===== src/rtl/keylock_pkg.sv =====
// Shared types and constants for the keylock controller.
// Holds the FSM state type, the clear-key encoding, the digit width and a
// helper used to size the shared timer.
package keylock_pkg;

    localparam int unsigned KL_DIGIT_W = 4;

    localparam logic [KL_DIGIT_W-1:0] KEY_CLEAR     = 4'hA;
    localparam logic [KL_DIGIT_W-1:0] KEY_MAX_DIGIT = 4'h9;

    typedef enum logic [1:0] {
        ENTRY    = 2'd0,
        UNLOCKED = 2'd1,
        LOCKOUT  = 2'd2
    } kl_state_t;

    // Largest of three cycle counts; sizes the single shared timer.
    function automatic int unsigned kl_max3(input int unsigned a,
                                            input int unsigned b,
                                            input int unsigned c);
        int unsigned m;
        m = (a > b) ? a : b;
        return (m > c) ? m : c;
    endfunction

endpackage


===== src/rtl/keylock_timer.sv =====
// Loadable down-counter shared by all keylock states.
// Ports:
//   clk, reset_n : clock, async active-low reset (count resets to 0)
//   load         : load load_val this cycle (has priority over counting)
//   load_val     : value to load
//   expired      : count is zero (counter holds at zero)
module keylock_timer #(
    parameter int unsigned CNT_W = 10
) (
    input  logic             clk,
    input  logic             reset_n,
    input  logic             load,
    input  logic [CNT_W-1:0] load_val,
    output logic             expired
);

    logic [CNT_W-1:0] count_q;
    logic [CNT_W-1:0] count_d;

    // Next count: load wins, otherwise decrement until zero.
    always_comb begin
        count_d = count_q;
        if (load) begin
            count_d = load_val;
        end else if (count_q != '0) begin
            count_d = count_q - CNT_W'(1);
        end
    end

    always_ff @(posedge clk or negedge reset_n) begin
        if (!reset_n) begin
            count_q <= '0;
        end else begin
            count_q <= count_d;
        end
    end

    assign expired = (count_q == '0);

endmodule


===== src/rtl/keylock_ctrl.sv =====
// Keypad-entry controller: compares keyed digits against a stored code,
// counts consecutive failures, enforces a timed lockout and relocks after a
// fixed unlock window.
// Ports:
//   clk, reset_n            : clock, async active-low reset
//   key/key_valid/key_ready : digit handshake (4'hA clears the entry)
//   relock                  : force relock while unlocked
//   prog_valid/prog_code    : code programming (KEYLOCK_CODE_PROG_EN only)
//   locked, lockout         : state indications
//   unlock_pulse/fail_pulse : one-cycle event pulses
//   digit_count, fail_count : progress of current attempt / failure count
// Configuration: define KEYLOCK_CODE_PROG_EN to add the programming port;
// otherwise the code is the constant DEFAULT_CODE.
module keylock_ctrl
    import keylock_pkg::*;
#(
    parameter int unsigned                         CODE_LEN       = 6,
    parameter logic [KL_DIGIT_W*CODE_LEN-1:0]      DEFAULT_CODE   = 24'h335256,
    parameter int unsigned                         MAX_FAILS      = 3,
    parameter int unsigned                         LOCKOUT_CYCLES = 1000,
    parameter int unsigned                         UNLOCK_CYCLES  = 500,
    parameter int unsigned                         ENTRY_TIMEOUT  = 200
) (
    input  logic                                 clk,
    input  logic                                 reset_n,
    input  logic [KL_DIGIT_W-1:0]                key,
    input  logic                                 key_valid,
    output logic                                 key_ready,
    input  logic                                 relock,
`ifdef KEYLOCK_CODE_PROG_EN
    input  logic                                 prog_valid,
    input  logic [KL_DIGIT_W*CODE_LEN-1:0]       prog_code,
`endif
    output logic                                 locked,
    output logic                                 lockout,
    output logic                                 unlock_pulse,
    output logic                                 fail_pulse,
    output logic [2:0]                           digit_count,
    output logic [$clog2(MAX_FAILS+1)-1:0]       fail_count
);

    localparam int unsigned CODE_W  = KL_DIGIT_W * CODE_LEN;
    localparam int unsigned FC_W    = $clog2(MAX_FAILS + 1);
    localparam int unsigned TMR_MAX = kl_max3(LOCKOUT_CYCLES, UNLOCK_CYCLES, ENTRY_TIMEOUT);
    localparam int unsigned TMR_W   = $clog2(TMR_MAX + 1);

    kl_state_t         state_q, state_d;
    logic [2:0]        digit_q, digit_d;
    logic              mism_q, mism_d;
    logic [FC_W-1:0]   fail_q, fail_d;
    logic              locked_q, lockout_q, ready_q;
    logic              unlock_q, unlock_d;
    logic              failp_q, failp_d;
    logic              tmr_load;
    logic [TMR_W-1:0]  tmr_val;
    logic              tmr_expired;
    logic [CODE_W-1:0] code;

    logic                  key_acc;
    logic [KL_DIGIT_W-1:0] exp_digit;
    logic                  key_mm;
    logic [FC_W-1:0]       fail_inc;

`ifdef KEYLOCK_CODE_PROG_EN
    logic [CODE_W-1:0] code_q, code_d;
    assign code = code_q;
`else
    assign code = DEFAULT_CODE;
`endif

    keylock_timer #(
        .CNT_W (TMR_W)
    ) u_timer (
        .clk      (clk),
        .reset_n  (reset_n),
        .load     (tmr_load),
        .load_val (tmr_val),
        .expired  (tmr_expired)
    );

    // First digit lives in the most-significant nibble.
    assign exp_digit = code[KL_DIGIT_W*(CODE_LEN-1-int'(digit_q)) +: KL_DIGIT_W];
    assign key_acc   = key_valid && ready_q;
    assign key_mm    = (key > KEY_MAX_DIGIT) || (key != exp_digit);
    assign fail_inc  = fail_q + FC_W'(1);

    // Next-state and event logic.
    always_comb begin
        state_d  = state_q;
        digit_d  = digit_q;
        mism_d   = mism_q;
        fail_d   = fail_q;
        unlock_d = 1'b0;
        failp_d  = 1'b0;
        tmr_load = 1'b0;
        tmr_val  = TMR_W'(ENTRY_TIMEOUT - 1);
`ifdef KEYLOCK_CODE_PROG_EN
        code_d   = code_q;
`endif
        case (state_q)
            ENTRY: begin
                if (key_acc) begin
                    // Any accepted key restarts the inter-digit timeout.
                    tmr_load = 1'b1;
                    if (key == KEY_CLEAR) begin
                        digit_d = '0;
                        mism_d  = 1'b0;
                    end else if (digit_q == 3'(CODE_LEN - 1)) begin
                        digit_d = '0;
                        mism_d  = 1'b0;
                        if (!(mism_q || key_mm)) begin
                            state_d  = UNLOCKED;
                            fail_d   = '0;
                            unlock_d = 1'b1;
                            tmr_val  = TMR_W'(UNLOCK_CYCLES - 1);
                        end else begin
                            failp_d = 1'b1;
                            fail_d  = fail_inc;
                            if (fail_inc == FC_W'(MAX_FAILS)) begin
                                state_d = LOCKOUT;
                                tmr_val = TMR_W'(LOCKOUT_CYCLES - 1);
                            end
                        end
                    end else begin
                        digit_d = digit_q + 3'd1;
                        mism_d  = mism_q || key_mm;
                    end
                end else if (tmr_expired && (digit_q != '0)) begin
                    // Abandoned partial entry: discard without a failure.
                    digit_d = '0;
                    mism_d  = 1'b0;
                end
            end
            UNLOCKED: begin
`ifdef KEYLOCK_CODE_PROG_EN
                if (prog_valid) begin
                    code_d = prog_code;
                end
                if (relock || prog_valid || tmr_expired) begin
`else
                if (relock || tmr_expired) begin
`endif
                    state_d  = ENTRY;
                    digit_d  = '0;
                    mism_d   = 1'b0;
                    tmr_load = 1'b1;
                end
            end
            LOCKOUT: begin
                if (tmr_expired) begin
                    state_d  = ENTRY;
                    fail_d   = '0;
                    tmr_load = 1'b1;
                end
            end
            default: begin
                state_d = ENTRY;
            end
        endcase
    end

    always_ff @(posedge clk or negedge reset_n) begin
        if (!reset_n) begin
            state_q   <= ENTRY;
            digit_q   <= '0;
            mism_q    <= 1'b0;
            fail_q    <= '0;
            locked_q  <= 1'b1;
            lockout_q <= 1'b0;
            ready_q   <= 1'b1;
            unlock_q  <= 1'b0;
            failp_q   <= 1'b0;
`ifdef KEYLOCK_CODE_PROG_EN
            code_q    <= DEFAULT_CODE;
`endif
        end else begin
            state_q   <= state_d;
            digit_q   <= digit_d;
            mism_q    <= mism_d;
            fail_q    <= fail_d;
            locked_q  <= (state_d != UNLOCKED);
            lockout_q <= (state_d == LOCKOUT);
            ready_q   <= (state_d == ENTRY);
            unlock_q  <= unlock_d;
            failp_q   <= failp_d;
`ifdef KEYLOCK_CODE_PROG_EN
            code_q    <= code_d;
`endif
        end
    end

    assign key_ready    = ready_q;
    assign locked       = locked_q;
    assign lockout      = lockout_q;
    assign unlock_pulse = unlock_q;
    assign fail_pulse   = failp_q;
    assign digit_count  = digit_q;
    assign fail_count   = fail_q;

endmodule

===== config.mk =====
export PLATFORM = sky130hd
export DESIGN_NAME = keylock_ctrl
export DESIGN_NICKNAME = d
export VERILOG_FILES = /design/src/rtl/keylock_pkg.sv /design/src/rtl/keylock_timer.sv /design/src/rtl/keylock_ctrl.sv
export SDC_FILE = /design/constraint.sdc
export NUM_CORES = 1
export LEC_CHECK = 0
export BUFFER_PORTS_ARGS = -buffer_cell sky130_fd_sc_hd__buf_2
export CAP_MARGIN = 20
export CELL_PAD_IN_SITES_DETAIL_PLACEMENT = 1
export CELL_PAD_IN_SITES_GLOBAL_PLACEMENT = 1
export CORE_MARGIN = 2
export CORE_UTILIZATION = 32
export DETAILED_ROUTE_END_ITERATION = 6
export GPL_TIMING_DRIVEN = 0
export PLACE_DENSITY = 0.6
export SYNTH_ARGS = -nofsm -noshare
export SYNTH_HDL_FRONTEND = slang
export SYNTH_SLANG_ARGS = --single-unit

===== constraint.sdc =====
create_clock -name clk -period 2.45 [get_ports clk]
set_clock_uncertainty 0.15 [all_clocks]
set_input_delay 0.3675 -clock clk [delete_from_list [all_inputs] [get_ports clk]]
set_output_delay 0.3675 -clock clk [all_outputs]
set_load 0.02 [all_outputs]

==> impl_metrics.py <==
metrics = {
    "grt": {
        "grt_max_degree": 24,
        "grt_overflow": 0,
        "grt_pass1_vias": 1202,
        "antenna_found_initial": 0,
        "grt_usage_pct": 14.9,
        "grt_pass1_wl_mm": 5.82,
    },
    "routing": {
        "detail-route-antenna-nets": 0,
        "drtIter0Drc": 38,
        "totalWireLength_mm": 3.40,
        "first_pass_iters": 4,
        "num_vias": 1170,
        "vias_per_cell": 5.20,
        "route.detailed.drc": 0,
        "wl_per_cell_um": 15.1,
    },
    "layout": {
        "postLayoutCellArea_um2": 1620,
        "drive_above_1_share_pct": 20.8,
        "n_antenna_cell": 0,
        "stdcell_count": 225,
        "nets": 189,
        "syn2layout_area_growth_pct": 15.3,
    },
    "timing": {
        "fin_crit_ns": 2.29,
        "finalSetupViolations": 0,
        "tns_ns": 0,
        "rsz0062_at_grt": "false",
        "layout_worst_path_cycle_share_pct": 93.6,
        "slew_violations": 0,
        "tightest_slew_ns": 0.573,
        "finalHoldViolations": 0,
        "slew_headroom_pct": 61.8,
        "setup_ws_ns": 0.156,
        "fmax_mhz": 436,
    },
    "run_status": {
        "status": "finished clean",
    },
    "placed_design": {
        "place_inst": 220,
        "gp_congestion": 0.779,
        "place_area_um2": 1550,
        "place_ws_ns": 0.0634,
        "port_buffers": 17,
        "hpwlAfterDp_mm": 2.55,
    },
    "die": {
        "start_util_pct": 32.7,
        "io_pins": 18,
        "core_area_um2": 4290,
        "dieArea_um2": 4930,
        "die_h_um": 70.2,
        "die_w_um": 70.2,
        "std_cell_rows": 24,
    },
    "synthesis": {
        "syn_area_per_cell_um2": 9.30,
        "syn-instance-count": 151,
        "yosys_warnings": 0,
        "yosys.area.top_type_share_pct": 37.4,
        "synthesis.area_um2": 1400,
        "ys_seq_area_share_pct": 41.2,
        "synth-main-ff-cell": "dfrtp_1",
        "ys_ff_latch": 23,
        "async_reset_ff_share_pct": 100,
        "synth.largest_area_cell": "dfrtp_1",
        "synth.area.top_cells": "dfrtp_1 (37%), ha_1 (6.2%), nand2_1 (4.8%), dfstp_2 (3.7%), xor2_1 (3.1%)",
        "ys_types": 45,
        "syn_nets": 166,
        "synth_edf_count": 0,
    },
    "clock_network": {
        "cts.clk_slew.worst_paths_ns": 0.09,
        "cts_tree": "yes",
        "clockBufferDepth": 2,
        "cts-buffers-inserted": 3,
        "insertion_delay_ns": 0.27,
        "clkSinkCount": 23,
        "htree_levels": 1,
        "cts_setup_buffers": 0,
        "cts_root_buf": "clkbuf_8",
    },
    "setup_path": {
        "crit_fanout": 7,
        "required_ns": 2.46,
        "arrival_ns": 2.30,
        "start_kind": "flip-flop",
        "endpoint_kind": "flip-flop",
        "rr_worst_depth": 7,
        "critPathKind": "flip-flop to flip-flop",
    },
    "min_path": {
        "min_path_type": "primary input to flip-flop",
        "hold_path_depth": 4,
    },
    "power": {
        "cellLeakagePower_nw": 0.716,
        "p_per_area_nw_per_um2": 402,
        "ir_worst_vdd_uv": 275,
    },
    "flow_run": {
        "maxCapViolCount": 0,
    },
}
==> repair_timing <==
| item | 4_1_cts | 5_1_grt |
|---|---|---|
| hold buffers | 1 | 0 |
| resized for setup | 0 | 5 |
| endpoints found under the hold margin | 21 | 0 |
| endpoints found under the setup margin | 0 | 11 |
==> stage by stage <==
step           utilization [%]  hold WS [ns]  power, mW
2_1_floorplan                -       -0.0781      0.392
3_3_place_gp              36.2         0.237      0.408
3_5_place_dp              36.2         0.247      0.409
4_1_cts                   37.5         0.275      0.664
5_1_grt                   37.7         0.314      0.682
6_report                  37.7         0.274      0.651
==> flip-flops by register name (all words and copies together) (netlist names) <==
| signal | cells |
|---|---|
| digit_count | 3 |
| fail_count | 2 |
| fail_pulse | 1 |
| key_ready | 1 |
| locked | 1 |
| lockout | 1 |
| mism_q | 1 |
| state_q | 2 |
| u_timer.count_q | 10 |
| unlock_pulse | 1 |
==> critical path: stages, from the launching register on <==
cell and delay (ns):
dfrtp_1 0.40, inv_1 0.09, ha_1 0.23, or4b_4 0.53, or3_1 0.35, clkbuf_1 0.19
o21ai_1 0.17, nand2_1 0.07
==> path summary, 6_finish.rpt <==
| kind | slack, ns | start | endpoint |
|---|---|---|---|
| max | 0.16 | u_timer.count_q[0] | u_timer.count_q[1] |
| min in group asynchronous | 0.46 | reset_n | u_timer.count_q[7] |
| min | 0.27 | relock | state_q[0] |
| max in group asynchronous | 1.28 | reset_n | digit_count[1] |
| max reg2reg | 0.16 | u_timer.count_q[0] | u_timer.count_q[1] |
| min reg2reg | 0.35 | mism_q | mism_q |
==> layout by cell type (no fill, tap or decap), types with 3 or more instances in the layout <==
cell | Yosys | routed
dfrtp_1 | 21 | 20
nand2_1 | 18 | 18
buf_2 | 1 | 17
inv_1 | 10 | 10
nor2_1 | 10 | 10
a21oi_1 | 8 | 7
o21ai_0 | 7 | 7
ha_1 | 7 | 7
o31ai_1 | 5 | 5
xor2_1 | 5 | 5
nor3_1 | 5 | 5
nand3_1 | 5 | 5
xnor2_1 | 4 | 4
clkbuf_8 | 0 | 3
==> final cells by class <==
type / count / area (um^2)
fill: 518 / 2680
multi-input combinational: 112 / 753
sequential: 23 / 579
timing repair buffer: 18 / 95.1
tap: 52 / 65.1
buffer: 6 / 42.5
clock buffer: 3 / 41.3
inverter: 10 / 37.5
clock inverter: 1 / 5.00
==> Yosys cell counts, types with 4 or more instances <==
| cell | count |
|---|---|
| a21oi_1 | 8 |
| nand2_1 | 18 |
| dfrtp_1 | 21 |
| xnor2_1 | 4 |
| o21ai_0 | 7 |
| nor2_1 | 10 |
| o31ai_1 | 5 |
| nand3_1 | 5 |
| nor3_1 | 5 |
| xor2_1 | 5 |
| inv_1 | 10 |
| ha_1 | 7 |
==> logic make-up after synthesis <==
family | share of synthesized area (%)
compound gates | 18.3
simple gates | 23.3
fa+ha+maj | 6.24
xor+xnor | 5.61
buf+inv | 5.44
flops | 41.2
==> report_power, final <==
group,switching (mW),internal [mW],leakage [nW]
Clock,0.135,0.114,0.0255
Sequential,0,0.379,0.262
Combinational,0.0150,0.00790,0.429
Total,0.150,0.501,0.716
==> per-layer routing <==
metal	track usage (%)	vias up	share of wire, %
met3	2.74	5	2.4
met5	0	-	0
li1	-	581	-
met2	25.6	13	50
met1	19.1	571	46
met4	3.85	0	1.2
No activity file was read; power rests on OpenSTA's default activity.
